`src/rtl/avalon_seg_display_ctrl.sv`:
```
// avalon_seg_display_ctrl: Avalon-MM slave driving active-low 7-segment digits with hex/raw modes, blank, blink and lamp test
module avalon_seg_display_ctrl #(
   parameter int NUM_DIGITS = 6,
   parameter int ADDR_W     = 4,
   parameter int BLINK_W    = 24
) (
   input  logic                    clk,
   input  logic                    rst_n,
   input  logic [ADDR_W-1:0]       avms_address_i,
   input  logic [3:0]              avms_byteenable_i,
   input  logic                    avms_write_i,
   input  logic [31:0]             avms_writedata_i,
   input  logic                    avms_read_i,
   output logic [31:0]             avms_readdata_o,
   output logic                    avms_readdatavalid_o,
   output logic [NUM_DIGITS*7-1:0] segment_o
);
   localparam int CTRL_A  = NUM_DIGITS;
   localparam int BLINK_A = NUM_DIGITS + 1;
   localparam logic [6:0] HEX_LUT [16] = '{7'h40, 7'h79, 7'h24, 7'h30, 7'h19, 7'h12, 7'h02, 7'h78,
                                           7'h00, 7'h10, 7'h08, 7'h03, 7'h46, 7'h21, 7'h06, 7'h0E};
   logic [14:0]             digit_q [NUM_DIGITS];
   logic [14:0]             digit_d [NUM_DIGITS];
   logic [1:0]              ctrl_q, ctrl_d;
   logic [BLINK_W-1:0]      blink_q, blink_d, cnt_q, cnt_d;
   logic                    phase_q, phase_d;
   logic [31:0]             readdata_q, readdata_d;
   logic                    readdatavalid_q, readdatavalid_d;
   logic [NUM_DIGITS*7-1:0] seg_q, seg_d;
   logic [31:0]             addr, be_m, rd_mux;
   logic                    wr_blink, last, unused_ok;
   always_comb begin
      addr = 32'(avms_address_i);
      be_m = {{8{avms_byteenable_i[3]}}, {8{avms_byteenable_i[2]}}, {8{avms_byteenable_i[1]}}, {8{avms_byteenable_i[0]}}};
      wr_blink = avms_write_i && addr == 32'(BLINK_A);
      for (int i = 0; i < NUM_DIGITS; i++)
         digit_d[i] = (avms_write_i && addr == 32'(i)) ?
            (digit_q[i] & ~be_m[14:0]) | (avms_writedata_i[14:0] & be_m[14:0] & 15'h7F7F) : digit_q[i];
      ctrl_d = (avms_write_i && addr == 32'(CTRL_A)) ?
         (ctrl_q & ~be_m[1:0]) | (avms_writedata_i[1:0] & be_m[1:0]) : ctrl_q;
      blink_d = wr_blink ?
         (blink_q & ~be_m[BLINK_W-1:0]) | (avms_writedata_i[BLINK_W-1:0] & be_m[BLINK_W-1:0]) : blink_q;
      // a BLINK write restarts the timebase in the visible phase
      last = cnt_q == blink_q - BLINK_W'(1);
      cnt_d = (wr_blink || blink_q == '0 || last) ? '0 : cnt_q + BLINK_W'(1);
      phase_d = (wr_blink || blink_q == '0) ? 1'b1 : phase_q ^ last;
      rd_mux = '0;
      for (int i = 0; i < NUM_DIGITS; i++)
         if (addr == 32'(i)) rd_mux = 32'(digit_q[i]);
      if (addr == 32'(CTRL_A)) rd_mux = 32'(ctrl_q);
      if (addr == 32'(BLINK_A)) rd_mux = 32'(blink_q);
      readdata_d = avms_read_i ? rd_mux : '0;
      readdatavalid_d = avms_read_i;
      seg_d = '0;
      for (int i = 0; i < NUM_DIGITS; i++)
         seg_d[7*i +: 7] = ctrl_q[1] ? 7'h00 :
            (!ctrl_q[0] || digit_q[i][5] || (digit_q[i][6] && !phase_q)) ? 7'h7F :
            digit_q[i][4] ? ~digit_q[i][14:8] : HEX_LUT[digit_q[i][3:0]];
      unused_ok = ^{avms_writedata_i, be_m};
   end
   always_ff @(posedge clk) begin
      if (!rst_n) begin
         for (int i = 0; i < NUM_DIGITS; i++) digit_q[i] <= '0;
         ctrl_q          <= 2'b01;
         blink_q         <= '0;
         cnt_q           <= '0;
         phase_q         <= 1'b1;
         readdata_q      <= '0;
         readdatavalid_q <= 1'b0;
         seg_q           <= {NUM_DIGITS{7'h40}};
      end else begin
         digit_q         <= digit_d;
         ctrl_q          <= ctrl_d;
         blink_q         <= blink_d;
         cnt_q           <= cnt_d;
         phase_q         <= phase_d;
         readdata_q      <= readdata_d;
         readdatavalid_q <= readdatavalid_d;
         seg_q           <= seg_d;
      end
   end
   assign avms_readdata_o      = readdata_q;
   assign avms_readdatavalid_o = readdatavalid_q;
   assign segment_o            = seg_q;
endmodule

```
`config.mk`:
```
export PLATFORM = sky130hd
export DESIGN_NAME = avalon_seg_display_ctrl
export DESIGN_NICKNAME = d
export VERILOG_FILES = /design/src/rtl/avalon_seg_display_ctrl.sv
export SDC_FILE = /design/constraint.sdc
export NUM_CORES = 1
export LEC_CHECK = 0
export ABC_AREA = 1
export CORE_UTILIZATION = 55
export CTS_CLUSTER_SIZE = 20
export DETAILED_ROUTE_END_ITERATION = 8
export PLACE_DENSITY = 0.8
export SLEW_MARGIN = 20
export SYNTH_ARGS = -nofsm -noshare
export SYNTH_HDL_FRONTEND = slang
export SYNTH_SLANG_ARGS = --single-unit
```
`constraint.sdc`:
```
create_clock -name clk -period 2.5 [get_ports clk]
set_input_delay 0.5 -clock clk [delete_from_list [all_inputs] [get_ports clk]]
set_output_delay 0.5 -clock clk [all_outputs]
set_load 0.005 [all_outputs]
```
==> results.md, run 1 <==
* Status: complete, no violations
* Yosys warning count at 0
* Vias in the first global route at 9328
* Sequential power share at 0.459
* Routed wire length per instance at approximately 17 um
* Initial Utilization at 0.559
* Critical path startpoint category: register
* Min Tclk post-route at 2.30 ns
* Hold Path Class: in2reg
* Routability cong. at 0.991
* Post-synth ARST share at 0
* H-tree depth at 1
* Core Region at 18700 um2
* Synth-to-Final Area Change at 20.9%
* Multi-input gate area at approximately 5300 um2
* Largest area contributor in the netlist: dfxtp_1
* Register area at 4160 um2
* Total global routing overflow at 0
* Final Hold Vio Count at 0
* Final Non-Filler Cells at between 1.5k and 2k
* Final core occ at 0.676
* Vias per cell at between 5 and 6
* Iteration-0 DRC count of the detailed router at around 1.1k
* Period utilization at 0.918
* Clock power share at 0.449
* Leakage at 4.95 nW
* Final-report max-slew violation count at 0
* Logic pwr share at 0.092
* Unique masters post-synth at 45
* Worst IR drop on VDD at ~0.54 mV
* CTS sink count at about 210
* Critical path capture point type: register
* Switching Fraction at 0.239
* Clock tree from TritonCTS: built
* Global routing usage on met1 at 0.431
* Final wirelength at 31500 um
* Fillcell total at 1618
* Hpwl dp at roughly 23000 um
* Hold_sp: rst_n
* DRT Pass-1 Iters at 5
* # setup viols final at 0
* Met3 usage at 0.0708
* Detailed-route via count at 10.3k
* Slew @ Worst Pin at 0.694 ns
* RSZ-0062 raised after global routing: no
* Met2 Resource Use GR at 0.490
* Die Ht at 140 um
* Largest net degree at the start of global routing at 72
* Hold Buf Count CTS at 0
* # IOs at ~120
* Worst Setup Path Type: reg2reg
* Area of the mapped netlist at 10500 um2
* Power per standard cell area at 586 nW/um2
* Antenna Cells at 0
* Seq/Total Area, Yosys at 0.398
* Int Power at between 5 and 6 mW
* Row count at 50
* EDFF count, synth at 0
* Slew headroom at 0.536
* CP arrival at 2.69 ns
* Longest Clk Path Bufs at 3
* Root buffer cell: clkbuf_16
* Clk_lat worst skew at 0.51 ns
* Port buffer count at 101
* TritonCTS buffer count at 22
* CTS resizes at 0
* Nets@finish at 1660
* Switching power at 1.77 mW
* Global Route Usage Sum at 0.321
* Dominant cells by area after synthesis: dfxtp_1 (40%), nand2_1 (8.5%), o21ai_0 (8.3%), a21oi_1 (7.9%), inv_1 (6.7%)
* Post-synth top flop: dfxtp_1
* Setup repair bufs after CTS at 0
* Placed cell count at between 1.5k and 2k
* Fmax at 0.436 GHz
* Layout cell share with drive strength beyond 1 at 0.0797
* Initial antenna violation count at 0
* Worst Path Max Fanout at 24
* # DRC at 0
* Worst EP required at 2.89 ns
* Post-synthesis register bit count at 208
* Syn Area/Cell at 7.18 um2
* Setup Skew at about 0.015 ns
* Post-synthesis cell count at 1458
* First-pass GRT wire length at 49200 um
* Clock Pin Slew Worst Setup and Hold Paths at 0.07 ns
* Die area at 19600 um2
* Die Width at 140 um
* Top cell type's share of synthesized area at 0.398
* MaxCap Viol Count at 0
* Detail Route Antenna Nets at 0
* GR peak layer: met2
## synthesized netlist by cell type, drive strengths merged, types with 2 or more instances
cell,instances
inv,190
nand3,61
xor2,24
nor2,145
o22ai,31
a41oi,2
ha,38
nand4,13
buf,11
nor3,8
a31oi,34
o41ai,10
o21ai,175
o221ai,2
o31ai,6
a21oi,165
dfxtp,208
nand2,240
nor4,2
xnor2,17
clkbuf,57
a211oi,6
o21bai,2
clkinv,3
## worst paths after layout
path	cells after the start	slack, ns	end
min	3	0.31	register
max reg2reg	12	0.20	cnt_q[0]
min reg2reg	2	0.45	digit_q[67]
max	12	0.20	cnt_q[0]
## placed cells by master (no fill, tap or decap), types with 3 or more instances in the layout
cell / synthesis / final
clkdlybuf4s50_1: 0 / 100
clkinv_1: 3 / 3
xnor2_1: 17 / 17
nor3_1: 7 / 7
a31oi_1: 34 / 34
o31ai_1: 6 / 6
ha_1: 38 / 38
nand3_2: 5 / 5
nor2_4: 4 / 4
a21oi_1: 165 / 165
conb_1: 1 / 8
nand4_1: 13 / 13
clkbuf_8: 0 / 4
o21ai_0: 174 / 174
nand2_1: 236 / 236
buf_4: 8 / 55
inv_1: 188 / 188
nor2_1: 120 / 120
a211oi_1: 6 / 6
dfxtp_1: 208 / 208
xor2_1: 24 / 24
clkbuf_16: 0 / 23
nand3_1: 56 / 56
nor2_2: 20 / 20
o41ai_1: 10 / 10
nand2_2: 3 / 3
o22ai_1: 31 / 31
clkbuf_1: 57 / 8
## through the flow
stage / setup WS [ns] / total power [mW] / hold slack (ns) / TNS [ns] / area, um2
floorplan: 0.608 / 3.85 / 0.433 / 0 / 10500
global placement: -0.114 / 4.12 / 0.444 / -0.465 / 11900
detailed placement: -0.109 / 4.14 / 0.446 / -0.525 / 11900
CTS: 0.256 / 7.41 / 0.295 / 0 / 12600
global route: 0.0115 / 7.65 / 0.298 / 0 / 12600
finish: 0.205 / 7.41 / 0.307 / 0 / 12600
## critical path, stage by stage, from the launching register on
cell and delay (ns):
dfxtp_1 0.31, inv_1 0.18, ha_1 0.26, nand2_1 0.13
nor2_2 0.25, xnor3_1 0.28, nor2_1 0.14, nand3b_1 0.10
nor2_1 0.09, nand3_1 0.09, nand2_2 0.09, buf_12 0.18
nor2_1 0.06
## layout make-up
class / count / area share
Timing Repair Buffer: 157 / 0.114
Multi-Input combinational cell: 996 / 0.419
Tap cell: 234 / 0.0231
Inverter: 193 / 0.0573
Clock inverter: 4 / 0.00554
Clock buffer: 35 / 0.0522
Sequential cell: 208 / 0.329
## power groups by stage
stage          sequential [mW]  clock (mW)  combinational, mW
3_5_place_dp              3.47           0              0.661
3_3_place_gp              3.47           0              0.651
5_1_grt                   3.40        3.50              0.745
6_report                  3.40        3.33              0.681
4_1_cts                   3.40        3.34              0.666
2_1_floorplan             3.47           0              0.387
## metal layers
layer | wire length [um] | up-vias
met5 | 0 | -
met4 | 1350 | 0
met3 | 2880 | 97
met2 | 13700 | 462
met1 | 13600 | 4691
li1 | - | 5058
## cell families (layout without fill, tap and decap cells)
| family | after synthesis | count (layout) | synth area share |
|---|---|---|---|
| and+or+nand+nor | 472 | 472 | 0.196 |
| AOI/OAI and AO/OA | 436 | 436 | 0.226 |
| buffers and inverters | 261 | 389 | 0.0983 |
| DFF | 208 | 208 | 0.398 |
| xor gates and xnor gates | 42 | 42 | 0.0365 |
| adders and majority gates | 38 | 38 | 0.0454 |
| other | 1 | 8 | 0.000358 |
Note: power is estimated with default switching activity, not from simulation.
==> run 2, diff against run 1 <==
--- a/config.mk
+++ b/config.mk
@@ -6,10 +6,12 @@
 export NUM_CORES = 1
 export LEC_CHECK = 0
 export ABC_AREA = 1
+export CORE_MARGIN = 3
 export CORE_UTILIZATION = 55
 export CTS_CLUSTER_SIZE = 20
 export DETAILED_ROUTE_END_ITERATION = 8
 export PLACE_DENSITY = 0.8
+export SETUP_SLACK_MARGIN = 0.1
 export SLEW_MARGIN = 20
 export SYNTH_ARGS = -nofsm -noshare
 export SYNTH_HDL_FRONTEND = slang
==> run 2 against run 1 <==
  * Sequential cell count did not move
  * Maximum frequency grew 1.3%
  * Wire length rose by 0.16%
  * Via count decreased by 0.23%
  * Worst hold slack better by 0.028 ns
  * First-iteration DRC count increased by 12%
  * Die area rose by 5.8%
==> results.md, run 2 (same netlist as run 1, synthesis figures left out) <==
* Status: complete, no violations
* Vias per cell at approximately 5.7
* Hold Path Class: in2reg
* # DRC at 0
* Setup Skew at 0.0120 ns
* Root buffer cell: clkbuf_16
* Routability cong. at between 0.9 and 1
* Die Ht at 144 um
* Die area at 20700 um2
* Global Route Usage Sum at 0.297
* MaxCap Viol Count at 0
* Longest Clk Path Bufs at 3
* Clock Pin Slew Worst Setup and Hold Paths at 0.06 ns
* Clk_lat worst skew at 0.52 ns
* Die Width at 144 um
* Total global routing overflow at 0
* TritonCTS buffer count at 23
* First-pass GRT wire length at between 40000 and 50000 um
* Min Tclk post-route at 2.27 ns
* Port buffer count at between 100 and 150
* Commonest non-fill, non-tap cell in the layout: nand2_1
* Period utilization at 0.906
* RSZ-0062 raised after global routing: no
* Worst EP required at about 2.9 ns
* DRT Pass-1 Iters at 7
* H-tree depth at 1
* Leakage at 4.94 nW
* Iteration-0 DRC count of the detailed router at approximately 1.2k
* Detail Route Antenna Nets at 0
* Final-report max-slew violation count at 0
* # IOs at 119
* Hold Buf Count CTS at 0
* Synth-to-Final Area Change at 20.8%
* Hpwl dp at 22700 um
* Largest net degree at the start of global routing at 73
* Initial Utilization at 0.571
* Layout cell share with drive strength beyond 1 at 0.0777
* Power per standard cell area at 598 nW/um2
* Clock tree from TritonCTS: built
* Initial antenna violation count at 1
* Fmax at roughly 0.44 GHz
* Worst Path Max Fanout at 24
* Final core occ at 0.689
* Slew headroom at 0.531
* Critical path startpoint category: register
* Worst IR drop on VDD at 0.616 mV
* Routed wire length per instance at 17.4 um
* Critical path capture point type: register
* Final wirelength at 31600 um
* Detailed-route via count at between 10k and 15k
* Slew @ Worst Pin at 0.701 ns
* CTS sink count at around 210
* # setup viols final at 0
* Nets@finish at 1650
* Final Hold Vio Count at 0
* Power Total at 7.56 mW
* Antenna Cells at 0
* Core Region at 18300 um2
* CP arrival at 2.68 ns
* Most frequent cells in the layout: nand2_1 (236), dfxtp_1 (208), inv_1 (188), o21ai_0 (174), a21oi_1 (165)
* Vias in the first global route at 8862
* Worst Setup Path Type: reg2reg
* Row count at a little under 50
[run 2: per-stage QoR]
stage | setup WS [ns] | area, um2 | std cells | hold WS, ns | TNS, ns
after global placement | -0.0603 | 11900 | 1772 | 0.444 | -0.0603
after global routing | 0.102 | 12600 | 1813 | 0.360 | 0
after detailed placement | -0.0868 | 11900 | 1772 | 0.443 | -0.222
final | 0.234 | 12600 | 1813 | 0.335 | 0
after CTS | 0.280 | 12600 | 1813 | 0.328 | 0
after floorplan | 0.608 | 10500 | 1465 | 0.433 | 0
[run 2: power breakdown]
group / internal, mW / total, mW / switching, mW
clock network: 2.10 / 3.48 / 1.38
logic: 0.263 / 0.681 / 0.418
registers: 3.37 / 3.40 / 0.0333
total: 5.73 / 7.56 / 1.83
[run 2: area by class of cell]
class | count | area [um2]
repair buffers | 146 | 1380
flip-flops and latches | 208 | 4160
multi-input cells | 996 | 5300
fillers | 1526 | 5700
clock inverters | 11 | 148
inverters | 193 | 724
clock buffers | 30 | 632
well taps | 229 | 287
[run 2: routing by layer]
layer,part of all wire,vias up,track usage
li1,-,5052,-
met1,0.43,4624,0.422
met2,0.43,520,0.455
met3,0.093,86,0.0522
met4,0.042,2,0.101
met5,0.0012,-,0
[run 2: repair_timing]
item | 4_1_cts | 5_1_grt
resized for setup | 0 | 1
setup buffers | 0 | 0
endpoints found under the setup margin | 0 | 6
[run 2: worst paths after layout]
check        slack, ns  depth (start not counted)   startpoint                    to
max               0.23                         12     register             cnt_q[19]
min               0.34                          3        rst_n  avms_readdatavalid_o
max reg2reg       0.23                         12     register             cnt_q[19]
min reg2reg       0.46                          2  digit_q[22]           digit_q[22]
[run 2: worst max-delay path: stages, from the launching register on]
cell and delay (ns):
dfxtp_1 0.46, inv_1 0.10, ha_1 0.29, xnor2_1 0.13, a21oi_1 0.19, nand3_1 0.15, nor2_1 0.15, nand3_1 0.12
nor2_1 0.11, nand3_1 0.10, nand2_2 0.10, buf_12 0.18, nor2_1 0.06
==> RTL edit, RTL diff (flow settings as in run 2) <==
Register the output `segment_o` once more; this adds one clock of latency there. The other outputs are not delayed to match.
--- a/src/rtl/avalon_seg_display_ctrl.sv
+++ b/src/rtl/avalon_seg_display_ctrl.sv
@@ -82,5 +82,7 @@
    assign avms_readdata_o      = readdata_q;
    assign avms_readdatavalid_o = readdatavalid_q;
-   assign segment_o            = seg_q;
+   always_ff @(posedge clk) begin
+      segment_o <= seg_q;
+   end
 endmodule
 
Behaviour: not the same (Yosys sat finds a counterexample within 4 cycles, from zero or initial values and one cycle with rst_n low).
==> RTL edit against run 2 <==
Worst setup slack improved by 18 ps. Power increased by 17%. Final area up 9.5%. Sequential cell count rose by 42. Routed wire length barely moved. Sequential share of layout area grew 3.2 points. Register-to-register slack improved by 60 ps. Global-route usage is 2.1 points lower. Worst hold slack lost 16 ps. Count of clock-buffer cells in the layout grew 1. Synthesized area grew 8.6%.
==> RTL edit: results (changes against run 2) <==
status=completed (unchanged); Hold Startpoint=seg_q[8]$_SDFF_PP0_ (was rst_n); Iter 0 DRT Violations=1,198 (was 1,219); Final nets=1,709 (was 1,650); HPWL after DPL=22.7 mm (about the same); Worst-path clk slew=60 ps (about the same); TritonCTS buffer count=26 (was 23); clock skew=14.2 ps (was 12.0 ps); register area share after synthesis=0.441 (was 0.398); cell depth of the worst flop-to-flop path=16 (was 12); Distinct cells, synth=42 (was 45); Top delay family on crit path=buffers and inverters (was simple AND/OR/NAND/NOR gates); # fillers=1,605 (was 1,526); Synth Flop Type=dfxtp_1 (unchanged); Clock H-tree levels=1 (unchanged); Clock Tree Root=clkbuf_16 (unchanged); via count=10,600 (was 10,300); dominant cells by area after synthesis=dfxtp_1 44%, a21oi_1 8.1%, o21ai_0 8.1% (was dfxtp_1 40%, nand2_1 8.5%, o21ai_0 8.3%); CP Max Fanout=14 (was 24); pin count of the biggest net entering global routing=65 (was 73); Commonest cells post-synth=250 x dfxtp_1, 235 x nand2_1, 184 x a21oi_1 (was 236 x nand2_1, 208 x dfxtp_1, 188 x inv_1); Hold Crit Class=flop to flop (was input port to flop); hold endpoint=segment_o[8]$_DFF_P_ (was avms_readdatavalid_o$_SDFF_PN0_); hold depth=0 (was 3); worst r2r dst=cnt_q[13]$_SDFF_PP0_ (was cnt_q[19]$_SDFF_PP0_); Ys Warns=0 (unchanged); placed cell count=1,864 (was 1,772); RePlAce Congestion=0.910 (was 0.980); Routed WL per cell=16.5 um (was 17.4 um); Crit path largest cell delay=570 ps (was 460 ps); drt pass-1 iters=5 (was 7); Worst VDD drop=0.672 mV (was 0.616 mV); vias in the first global route=10,000 (was 8,862); Port-buffer cells=101 (unchanged); slowest CP cell=clkdlybuf4s50_1 (was dfxtp_1); Clock Path Buffers=3 (unchanged); overall global routing resource usage=0.276 (was 0.297); transition time of the tightest slew-check pin=735 ps (was 701 ps); leakage=5.42 nW (was 4.94 nW); Cells after Synth=1,498 (was 1,458); GR Util met3=0.0518 (was 0.0522); insertion delay to the later sink of the worst-skew pair=530 ps; crit path DAT=2640 ps (was 2680 ps); Reg2Reg Setup Slack=290 ps (was 230 ps); initial antenna violation count=0 (was 1); post-CTS setup buffers=0 (unchanged); FFs w/ async S/R, synth=0 (unchanged); met2 Use GR=0.460 (was 0.455); share of layout cells above drive strength 1=0.101 (was 0.0777); global-route wire length before repair=49.8 mm (was 48.2 mm); final wirelength=31.6 mm (about the same); met1 Track Usage GR=0.356 (was 0.422); most heavily used metal layer in global routing=met2 (unchanged)
-- RTL edit: layout make-up --
cell class              instances  area [um^2]  area share
inverters                     188          706      0.0510
flip-flops and latches        250         5000       0.362
clock inverters                15          181      0.0131
multi-input cells             997         5380       0.389
clock buffers                  31          721      0.0521
repair buffers                164         1500       0.109
well taps                     265          332      0.0240
diodes                          1         2.50    0.000181
-- RTL edit: per-layer routing --
layer  up-vias  part of all wire
met3        99             0.088
met5         -                 0
met4         0             0.038
met1      4862              0.41
met2       461              0.46
li1       5202                 -
-- RTL edit: metrics by stage --
step / setup TNS (ps) / setup slack, ps / hold slack, ps / area [um^2]
global route: 0 / 117 / 331 / 13800
finish: 0 / 253 / 320 / 13800
floorplan: 0 / 611 / 310 / 11400
CTS: 0 / 283 / 326 / 13800
global placement: -1530 / -89.9 / 310 / 12900
detailed placement: -4080 / -141 / 312 / 12900
-- RTL edit: cells by family (layout without fill, tap and decap cells) --
family,Yosys count,after routing,share of synthesized area
buffers and inverters,258,398,0.0894
other,1,9,0.000330
DFF,250,250,0.441
adders and majority gates,38,38,0.0419
xor gates and xnor gates,41,41,0.0328
and+or+nand+nor,454,454,0.180
AOI/OAI and AO/OA,456,456,0.215
-- RTL edit: worst max path at each step --
stage / from / endpoint / slack [ps] / cells past startpoint
detailed placement: avms_address_i[3] / flop / -140 / 12
floorplan: flop / cnt_q[10]$_SDFF_PP0_ / 610 / 13
global placement: avms_address_i[0] / avms_readdata_o[4]$_SDFF_PN0_ / -90 / 11
CTS: flop / cnt_q[2]$_SDFF_PP0_ / 280 / 16
global route: flop / cnt_q[13]$_SDFF_PP0_ / 120 / 16
finish: avms_address_i[1] / flop / 250 / 10
-- RTL edit: what timing repair did --
item / in CTS / in global routing
endpoints found under the setup margin: 0 / 28
resized for setup: 0 / 6
hold buffers: 0 / 0
-- RTL edit: report_power, final --
part	switching, mW	internal (mW)
registers	0.0404	4.06
clock network	1.58	2.46
logic	0.408	0.263
total	2.03	6.78
-- RTL edit: worst reg2reg max path, stage by stage, from the launching register on --
cell     delay, ps
dfxtp_1        340
inv_2          110
ha_2           200
nand2_1        120
nor2_4         160
nand2_1        100
nand2_1        110
nand2_1         60
nand2_1         70
nand3_1         90
nor2_2         140
nand3_1         90
nor2_1         120
nand3_2        100
nand2_4         80
buf_12         160
nor2_1          60
